--- src/rtl/jk_cmd_sequencer.sv ---
// jk_cmd_sequencer: queued JK command driver with a reference model and a q self-check
module jk_cmd_sequencer #(
  parameter int DEPTH = 8,
  parameter int REP_W = 4,
  parameter int ERR_W = 8
) (
  input  logic             clk,
  input  logic             rst,
  input  logic             cmd_valid,
  output logic             cmd_ready,
  input  logic             cmd_j,
  input  logic             cmd_k,
  input  logic [REP_W-1:0] cmd_rep,
  input  logic             flush,
  input  logic             check_en,
  input  logic             q_fb,
  output logic             j,
  output logic             k,
  output logic             busy,
  output logic             exp_q,
  output logic             mismatch,
  output logic [ERR_W-1:0] err_cnt
);
  localparam int AW = $clog2(DEPTH);
  typedef enum logic {IDLE, DRIVE} state_t;
  state_t state_q, state_d;
  logic [REP_W+1:0] mem_q [DEPTH];
  logic [AW-1:0] wr_ptr_q, wr_ptr_d, rd_ptr_q, rd_ptr_d;
  logic [AW:0] cnt_q, cnt_d;
  logic [REP_W-1:0] rep_cnt_q, rep_cnt_d;
  logic j_q, j_d, k_q, k_d, exp_q_q, exp_q_d, mismatch_q, mismatch_d;
  logic [ERR_W-1:0] err_cnt_q, err_cnt_d;
  logic full, empty, push, pop;
  assign full      = cnt_q == (AW+1)'(DEPTH);
  assign empty     = cnt_q == '0;
  assign cmd_ready = !full;
  assign push      = cmd_valid && !full && !flush;
  assign pop       = !flush && !empty && (state_q == IDLE || rep_cnt_q == '0);
  always_comb begin
    state_d   = state_q;
    j_d       = j_q;
    k_d       = k_q;
    rep_cnt_d = rep_cnt_q;
    if (flush) begin
      state_d = IDLE;
      j_d     = 1'b0;
      k_d     = 1'b0;
    end else if (pop) begin
      state_d                  = DRIVE;
      {j_d, k_d, rep_cnt_d}    = mem_q[rd_ptr_q];
    end else if (state_q == DRIVE && rep_cnt_q != '0) begin
      rep_cnt_d = rep_cnt_q - 1'b1;
    end else begin
      state_d = IDLE;
      j_d     = 1'b0;
      k_d     = 1'b0;
    end
  end
  assign wr_ptr_d   = flush ? '0 : wr_ptr_q + AW'(push);
  assign rd_ptr_d   = flush ? '0 : rd_ptr_q + AW'(pop);
  assign cnt_d      = flush ? '0 : cnt_q + (AW+1)'(push) - (AW+1)'(pop);
  // Model follows the driven flop at the same edge, so it uses the registered j/k
  assign exp_q_d    = (j_q & ~exp_q_q) | (~k_q & exp_q_q);
  assign mismatch_d = check_en && (q_fb != exp_q_q);
  assign err_cnt_d  = (mismatch_d && err_cnt_q != '1) ? err_cnt_q + 1'b1 : err_cnt_q;
  always_ff @(posedge clk) begin
    if (rst) begin
      state_q    <= IDLE;
      wr_ptr_q   <= '0;
      rd_ptr_q   <= '0;
      cnt_q      <= '0;
      rep_cnt_q  <= '0;
      j_q        <= 1'b0;
      k_q        <= 1'b0;
      exp_q_q    <= 1'b0;
      mismatch_q <= 1'b0;
      err_cnt_q  <= '0;
    end else begin
      state_q    <= state_d;
      wr_ptr_q   <= wr_ptr_d;
      rd_ptr_q   <= rd_ptr_d;
      cnt_q      <= cnt_d;
      rep_cnt_q  <= rep_cnt_d;
      j_q        <= j_d;
      k_q        <= k_d;
      exp_q_q    <= exp_q_d;
      mismatch_q <= mismatch_d;
      err_cnt_q  <= err_cnt_d;
    end
  end
  always_ff @(posedge clk) begin
    if (push) mem_q[wr_ptr_q] <= {cmd_j, cmd_k, cmd_rep};
  end
  assign j        = j_q;
  assign k        = k_q;
  assign busy     = state_q == DRIVE;
  assign exp_q    = exp_q_q;
  assign mismatch = mismatch_q;
  assign err_cnt  = err_cnt_q;
endmodule
--- config.mk ---
export PLATFORM = sky130hd
export DESIGN_NAME = jk_cmd_sequencer
export DESIGN_NICKNAME = d
export VERILOG_FILES = /design/src/rtl/jk_cmd_sequencer.sv
export SDC_FILE = /design/constraint.sdc
export NUM_CORES = 1
export LEC_CHECK = 0
export ABC_CLOCK_PERIOD_IN_PS = 3490
export CAP_MARGIN = 15
export CORE_MARGIN = 2
export CORE_UTILIZATION = 50
export CTS_CLUSTER_SIZE = 20
export DETAILED_ROUTE_END_ITERATION = 8
export PLACE_DENSITY = 0.69
export SLEW_MARGIN = 20
export SYNTH_ARGS = -nofsm -noshare
export SYNTH_HDL_FRONTEND = slang
export SYNTH_SLANG_ARGS = --single-unit
--- constraint.sdc ---
create_clock -name clk -period 3.49 [get_ports clk]
set_clock_uncertainty 0.05 [all_clocks]
set_input_delay 0.349 -clock clk [delete_from_list [all_inputs] [get_ports clk]]
set_output_delay 0.349 -clock clk [all_outputs]
set_load 0.01 [all_outputs]
==> results_dict.tcl, run 1 <==
set metrics [dict create \
    status "finished, final reports clean" \
    netlist_instances 227 \
    gp_congestion 0.817 \
    avgSynthCellArea_um2 14.2 \
    drt-total-wl_um 5590 \
    setup_tns_ns 0 \
    placed_area_um2 3570 \
    preCtsSetupSlack_ns 0.666 \
    hold_slack_ns 0.466 \
    fin_nets 286 \
    synthFlopType "edfxtp_1" \
    post-route-period-util_pct 76.6 \
    top_usage_layer "met2" \
    n_antenna_cell 0 \
    grtUsageMet3_pct 3.93 \
    h-tree-depth 3 \
    die_w_um 84.4 \
    area_growth_pct 16.9 \
    start_util_pct 51.1 \
    p_per_area_nw_per_um2 514 \
    via_per_inst 5.57 \
    drt-initial-drc-count 96 \
    finalHoldViolCount 0 \
    period_needed_ns 2.67 \
    yosys_warnings 0 \
    critPathKind "reg2reg" \
    p_leak_nw 1.27 \
    dieArea_um2 7120 \
    final_common_cell "edfxtp_1" \
    fmax_mhz 374 \
    layout_setup_ws_ns 0.818 \
    io_buffers 25 \
    vdd.ir_drop.worst_mv 0.459 \
    fillCellCount 529 \
    timing.rr.end "cnt_q[2]$_SDFF_PP0_" \
    drtAntennaViolNets 0 \
    grt.met2_usage_pct 26.3 \
    dp_hpwl_um 3750 \
    dp.cells 327 \
    grt_max_degree 23 \
    maxCapViolCount 0 \
    final_cell_mix "edfxtp_1, dfxtp_1, clkdlybuf4s50_1" \
    hold_path_class "reg2reg" \
    grt_setup_unrepaired "false" \
    drc 0 \
    hold_depth 2 \
    worstSetupEndpointType "register" \
    cts_tree "yes" \
    post-cts-setup-buffers 0 \
    setup_viol 0 \
    final_area_um2 3770 \
    clkTransAtPathRegs_ns 0.09 \
    antenna_found_initial 0 \
    startpoint "rep_cnt_q[0]$_SDFFE_PP0P_" \
    r2r_start "rep_cnt_q[0]$_SDFFE_PP0P_" \
    wl_per_cell_um 16.3 \
    vias 1909 \
    coreArea_um2 6310 \
    io_pins 26 \
    clkLatencyLatePin_ns 0.35 \
    slew_headroom_pct 47.0 \
    reg2reg_slack_ns 0.82 \
    grt_overflow 0 \
    hold_end "err_cnt[1]$_SDFFE_PP0P_" \
    grt_use_met1_pct 24.5 \
    seq_area_frac_synth_pct 61.4 \
    drt_pass1_iterations 4 \
    drive_gt1_share_pct 12.0 \
    syn_area_um2 3230 \
    final_util_pct 59.8 \
    grt_pass1_wl_um 9330 \
    synthArstFlopShare_pct 0 \
    cts.root.buffer_cell "clkbuf_8" \
    cts-resized-gates 0 \
    die_h_um 84.4 \
    core.rowCount 29 \
    start_kind "register" \
    post_synth_num_cell_types 44 \
    cts_max_path_buffers 2 \
    crit_arrival_ns 2.89 \
    ctsHoldBuffers 0 \
    grt_pass1_vias 1816 \
    grt_usage_pct 17.7 \
    cts.sinks 75 \
    yosys_register_bits 75 \
    hold_start "err_cnt[1]$_SDFFE_PP0P_" \
    worst-endpoint-required_ns 3.71 \
    syn-num-nets 252 \
    tightest_slew_ns 0.792 \
    slew_viol_final 0 \
    synth_enable_flop_cells 48 \
    rr_worst_depth 11 \
    final_cells 343 \
    crit_fanout 7 \
    numCtsBuffers 9 \
    total_power_mw 1.94 \
]
-- layer usage --
layer  vias up  part of all wire [%]
li1        941                     -
met1       899                    47
met2        56                    46
met3        13                   5.0
met4         0                   2.4
met5         -                     0
-- registers in the layout, summed over array words and instances, names as in the netlist --
register and flops:
exp_q 1, err_cnt 8, busy 1, j 1
wr_ptr_q 3, rd_ptr_q 3, mismatch 1, k 1
cnt_q 4, mem_q 48, rep_cnt_q 4
-- worst max-delay path, stage by stage (launching register included) --
cell and delay (ns):
dfxtp_1 0.38, inv_1 0.06, ha_1 0.22, nor3b_1 0.15
nor2b_1 0.40, nor2_1 0.15, ha_1 0.30, inv_1 0.04
ha_1 0.20, fa_1 0.38, xnor2_1 0.13, nor3_1 0.13
-- power breakdown --
group,switching (mW),total (mW),internal [mW]
clock,0.346,0.686,0.340
sequential,0.0288,1.01,0.976
combinational,0.121,0.250,0.129
-- cell usage after synthesis, types with 2 or more instances --
library cell  number  area, um^2
mux4_2             2        45.0
a21o_1             2        15.0
and2_1             7        43.8
nand4_1            2        12.5
nand2b_1           5        31.3
mux4_1            10         263
nor2b_1            5        31.3
nand2_1            8        30.0
nor2_1            21        78.8
mux2_2             7        78.8
a21oi_1            6        30.0
inv_1             12        45.0
a32oi_1            2        17.5
o21ai_0            4        20.0
a32o_1             2        20.0
o2bb2ai_1          2        17.5
mux2i_1            2        20.0
nand3_1            2        10.0
nor3_1            11        55.1
a2111oi_0          2        17.5
dfxtp_1           27         541
clkbuf_1           3        11.3
xnor2_1            4        35.0
ha_1              12         150
edfxtp_1          48        1440
-- kinds of logic (layout without fill, tap and decap cells) --
| family | Yosys count | count (layout) | synth area share, % |
|---|---|---|---|
| buffers and inverters | 18 | 57 | 2.48 |
| AOI/OAI and AO/OA | 26 | 26 | 5.97 |
| xor gates and xnor gates | 5 | 5 | 1.36 |
| and+or+nand+nor | 69 | 69 | 11.0 |
| muxes | 21 | 21 | 12.6 |
| DFF | 75 | 75 | 61.4 |
| adders and majority gates | 13 | 13 | 5.27 |
-- area by class of cell --
cell class	count	area, um^2	share of cell area [%]
Timing Repair Buffer	29	280	7.42
Clock inverter	7	80.1	2.12
Inverter	12	45.0	1.19
Tap cell	77	96.3	2.55
Sequential cell	75	1980	52.5
Clock buffer	9	124	3.28
Multi-Input combinational cell	134	1170	30.9
-- worst max-delay path by stage --
| stage | to | cells after the start |
|---|---|---|
| 6_report | cnt_q[2]$_SDFF_PP0_ | 11 |
| 5_1_grt | cnt_q[2]$_SDFF_PP0_ | 11 |
| 4_1_cts | cnt_q[2]$_SDFF_PP0_ | 11 |
| 3_5_place_dp | cnt_q[2]$_SDFF_PP0_ | 10 |
| 3_3_place_gp | cnt_q[2]$_SDFF_PP0_ | 10 |
| 2_1_floorplan | cnt_q[2]$_SDFF_PP0_ | 11 |
Power figures use the tool's default switching activity.
==> inputs of run 2 (changes only) <==
--- a/config.mk
+++ b/config.mk
@@ -5,7 +5,7 @@
 export SDC_FILE = /design/constraint.sdc
 export NUM_CORES = 1
 export LEC_CHECK = 0
-export ABC_CLOCK_PERIOD_IN_PS = 3490
+export ABC_CLOCK_PERIOD_IN_PS = 2750
 export CAP_MARGIN = 15
 export CORE_MARGIN = 2
 export CORE_UTILIZATION = 50
==> constraint.sdc (replaced) <==
create_clock -name clk -period 2.75 [get_ports clk]
set_clock_uncertainty 0.05 [all_clocks]
set_input_delay 0.275 -clock clk [delete_from_list [all_inputs] [get_ports clk]]
set_output_delay 0.275 -clock clk [all_outputs]
set_load 0.01 [all_outputs]
==> results_dict.tcl, run 2 (synthesis gave the netlist of run 1 again) <==
set metrics [dict create \
    die_h_um 84.4 \
    cp-endpoint "cnt_q[2]$_SDFF_PP0_" \
    drt_pass1_iterations 4 \
    post-cts-setup-buffers 0 \
    drtAntennaViolNets 0 \
    maxCapViolCount 0 \
    cts-resized-gates 0 \
    cts_max_path_buffers 2 \
    via_per_inst 5.49 \
    pwr-share-comb_pct 13.1 \
    rr_worst_depth 11 \
    gp_congestion 0.806 \
    grt_pass1_vias 1952 \
    worstSetupEndpointType "register" \
    clockPowerShare_pct 35.3 \
    area_growth_pct 19.3 \
    vias 1938 \
    setup_viol 0 \
    period_needed_ns 2.32 \
    p_int_mw 1.84 \
    clkTransAtPathRegs_ns 0.08 \
    clkLatencyLatePin_ns 0.35 \
    wl_met1_um 2690 \
    grt_max_degree 16 \
    die_w_um 84.4 \
    crit_arrival_ns 2.55 \
    vdd.ir_drop.worst_mv 0.396 \
    slew_viol_final 0 \
    drive_gt1_share_pct 15.2 \
    final_common_cell "edfxtp_1" \
    grt_setup_unrepaired "false" \
    dp_hpwl_um 3980 \
    coreArea_um2 6310 \
    hold_path_class "reg2reg" \
    hold_start "err_cnt[1]$_SDFFE_PP0P_" \
    setup_tns_ns 0 \
    start_util_pct 51.1 \
    cts.root.buffer_cell "clkbuf_8" \
    status "finished, final reports clean" \
    hold_depth 2 \
    slew_headroom_pct 58.2 \
    start_kind "register" \
    crit_slowest_cell "fa_1" \
    crit_top_cell "ha_1" \
    antenna_found_initial 0 \
    p_seq_share_pct 51.6 \
    io_buffers 25 \
    worst-endpoint-required_ns 2.98 \
    slowest_delay_ns 0.38 \
    crit_fanout 4 \
    h-tree-depth 3 \
    drc 0 \
    drt-total-wl_um 5910 \
    ctsHoldBuffers 0 \
    fmax_mhz 430 \
    finalHoldViolCount 0 \
    wl_per_cell_um 16.7 \
    crit_chain "inv_1 -> ha_1 -> nor3b_1 -> nor2b_1 -> nor2_1 -> ha_1 -> inv_1 -> ha_1 -> fa_1 -> xnor2_1 -> nor3_1" \
    post-route-period-util_pct 84.5 \
    critPathTopFamily "adder cells" \
    total_power_mw 2.47 \
    p_per_area_nw_per_um2 642 \
    met2RoutedLength_um 2900 \
    highest_layer "met4" \
    critPathKind "reg2reg" \
    largest_reg_flops 48 \
    timing.rr.end "cnt_q[2]$_SDFF_PP0_" \
    cts.sinks 75 \
    reg2reg_slack_ns 0.43 \
    numCtsBuffers 9 \
    fillCellCount 517 \
    p_switching_mw 0.634 \
    crit_buf_inv 2 \
    grt_usage_pct 18.1 \
    p_leak_nw 1.33 \
    regMostFlops "mem_q" \
    tightest_slew_ns 0.625 \
    core.rowCount 29 \
    cts_tree "yes" \
    io_pins 26 \
    swShare_pct 25.6 \
    startpoint "rep_cnt_q[0]$_SDFFE_PP0P_" \
    grt_pass1_wl_um 9600 \
    dieArea_um2 7120 \
    grt_overflow 0 \
    drt-initial-drc-count 57 \
    cp.depth 11 \
    n_antenna_cell 0 \
    fin_nets 296 \
    final_cell_mix "edfxtp_1, dfxtp_1, clkdlybuf4s50_1" \
    r2r_start "rep_cnt_q[0]$_SDFFE_PP0P_" \
    wl_met3_um 192 \
]
## run 2: cell types whose count changed in the layout (fill, tap and decap cells not counted), sizes merged
cell	before	now
buf	4	14
clkinv	0	1
inv	16	15
## run 2: final cells by class
type | instances | area (um^2) | share of cell area, %
tap | 77 | 96.3 | 2.50
timing repair buffer | 39 | 355 | 9.22
multi-input combinational | 134 | 1170 | 30.3
clock inverter | 7 | 82.6 | 2.14
sequential | 75 | 1980 | 51.4
clock buffer | 9 | 124 | 3.22
inverter | 12 | 45.0 | 1.17
## run 2: worst min-delay path, stage by stage, from the launching register on
cell and delay, ns:
dfxtp_1 0.34, o21ai_0 0.08, a21oi_1 0.06
## run 2: per-stage QoR
step	std cells	worst slack (ns)	utilization (%)	instance area, um^2	hold slack [ns]
floorplan	227	0.389	-	3230	0.324
global placement	337	0.431	57.7	3650	0.454
detailed placement	337	0.334	57.7	3650	0.454
CTS	353	0.434	61.0	3850	0.465
global route	353	0.262	61.0	3850	0.497
finish	353	0.425	61.0	3850	0.471
## run 2: how the worst min path moves through the flow
| stage | end | slack, ns |
|---|---|---|
| floorplan | mem_q[0][0]$_DFFE_PP_ | 0.32 |
| global placement | err_cnt[1]$_SDFFE_PP0P_ | 0.45 |
| detailed placement | err_cnt[1]$_SDFFE_PP0P_ | 0.45 |
| CTS | err_cnt[1]$_SDFFE_PP0P_ | 0.47 |
| global route | err_cnt[1]$_SDFFE_PP0P_ | 0.50 |
| finish | err_cnt[1]$_SDFFE_PP0P_ | 0.47 |
## run 2: power groups by stage
stage | sequential [mW] | clock [mW] | combinational, mW
after floorplan | 1.29 | 0 | 0.225
after global placement | 1.30 | 0 | 0.321
after detailed placement | 1.30 | 0 | 0.324
after CTS | 1.28 | 0.896 | 0.326
after global routing | 1.28 | 0.938 | 0.369
final | 1.28 | 0.873 | 0.324
## run 2: per-layer routing
layer / track usage, % / vias up
met5: 0 / -
met4: 8.66 / 0
met3: 3.64 / 12
met2: 29.9 / 31
met1: 22.9 / 942
li1: - / 953
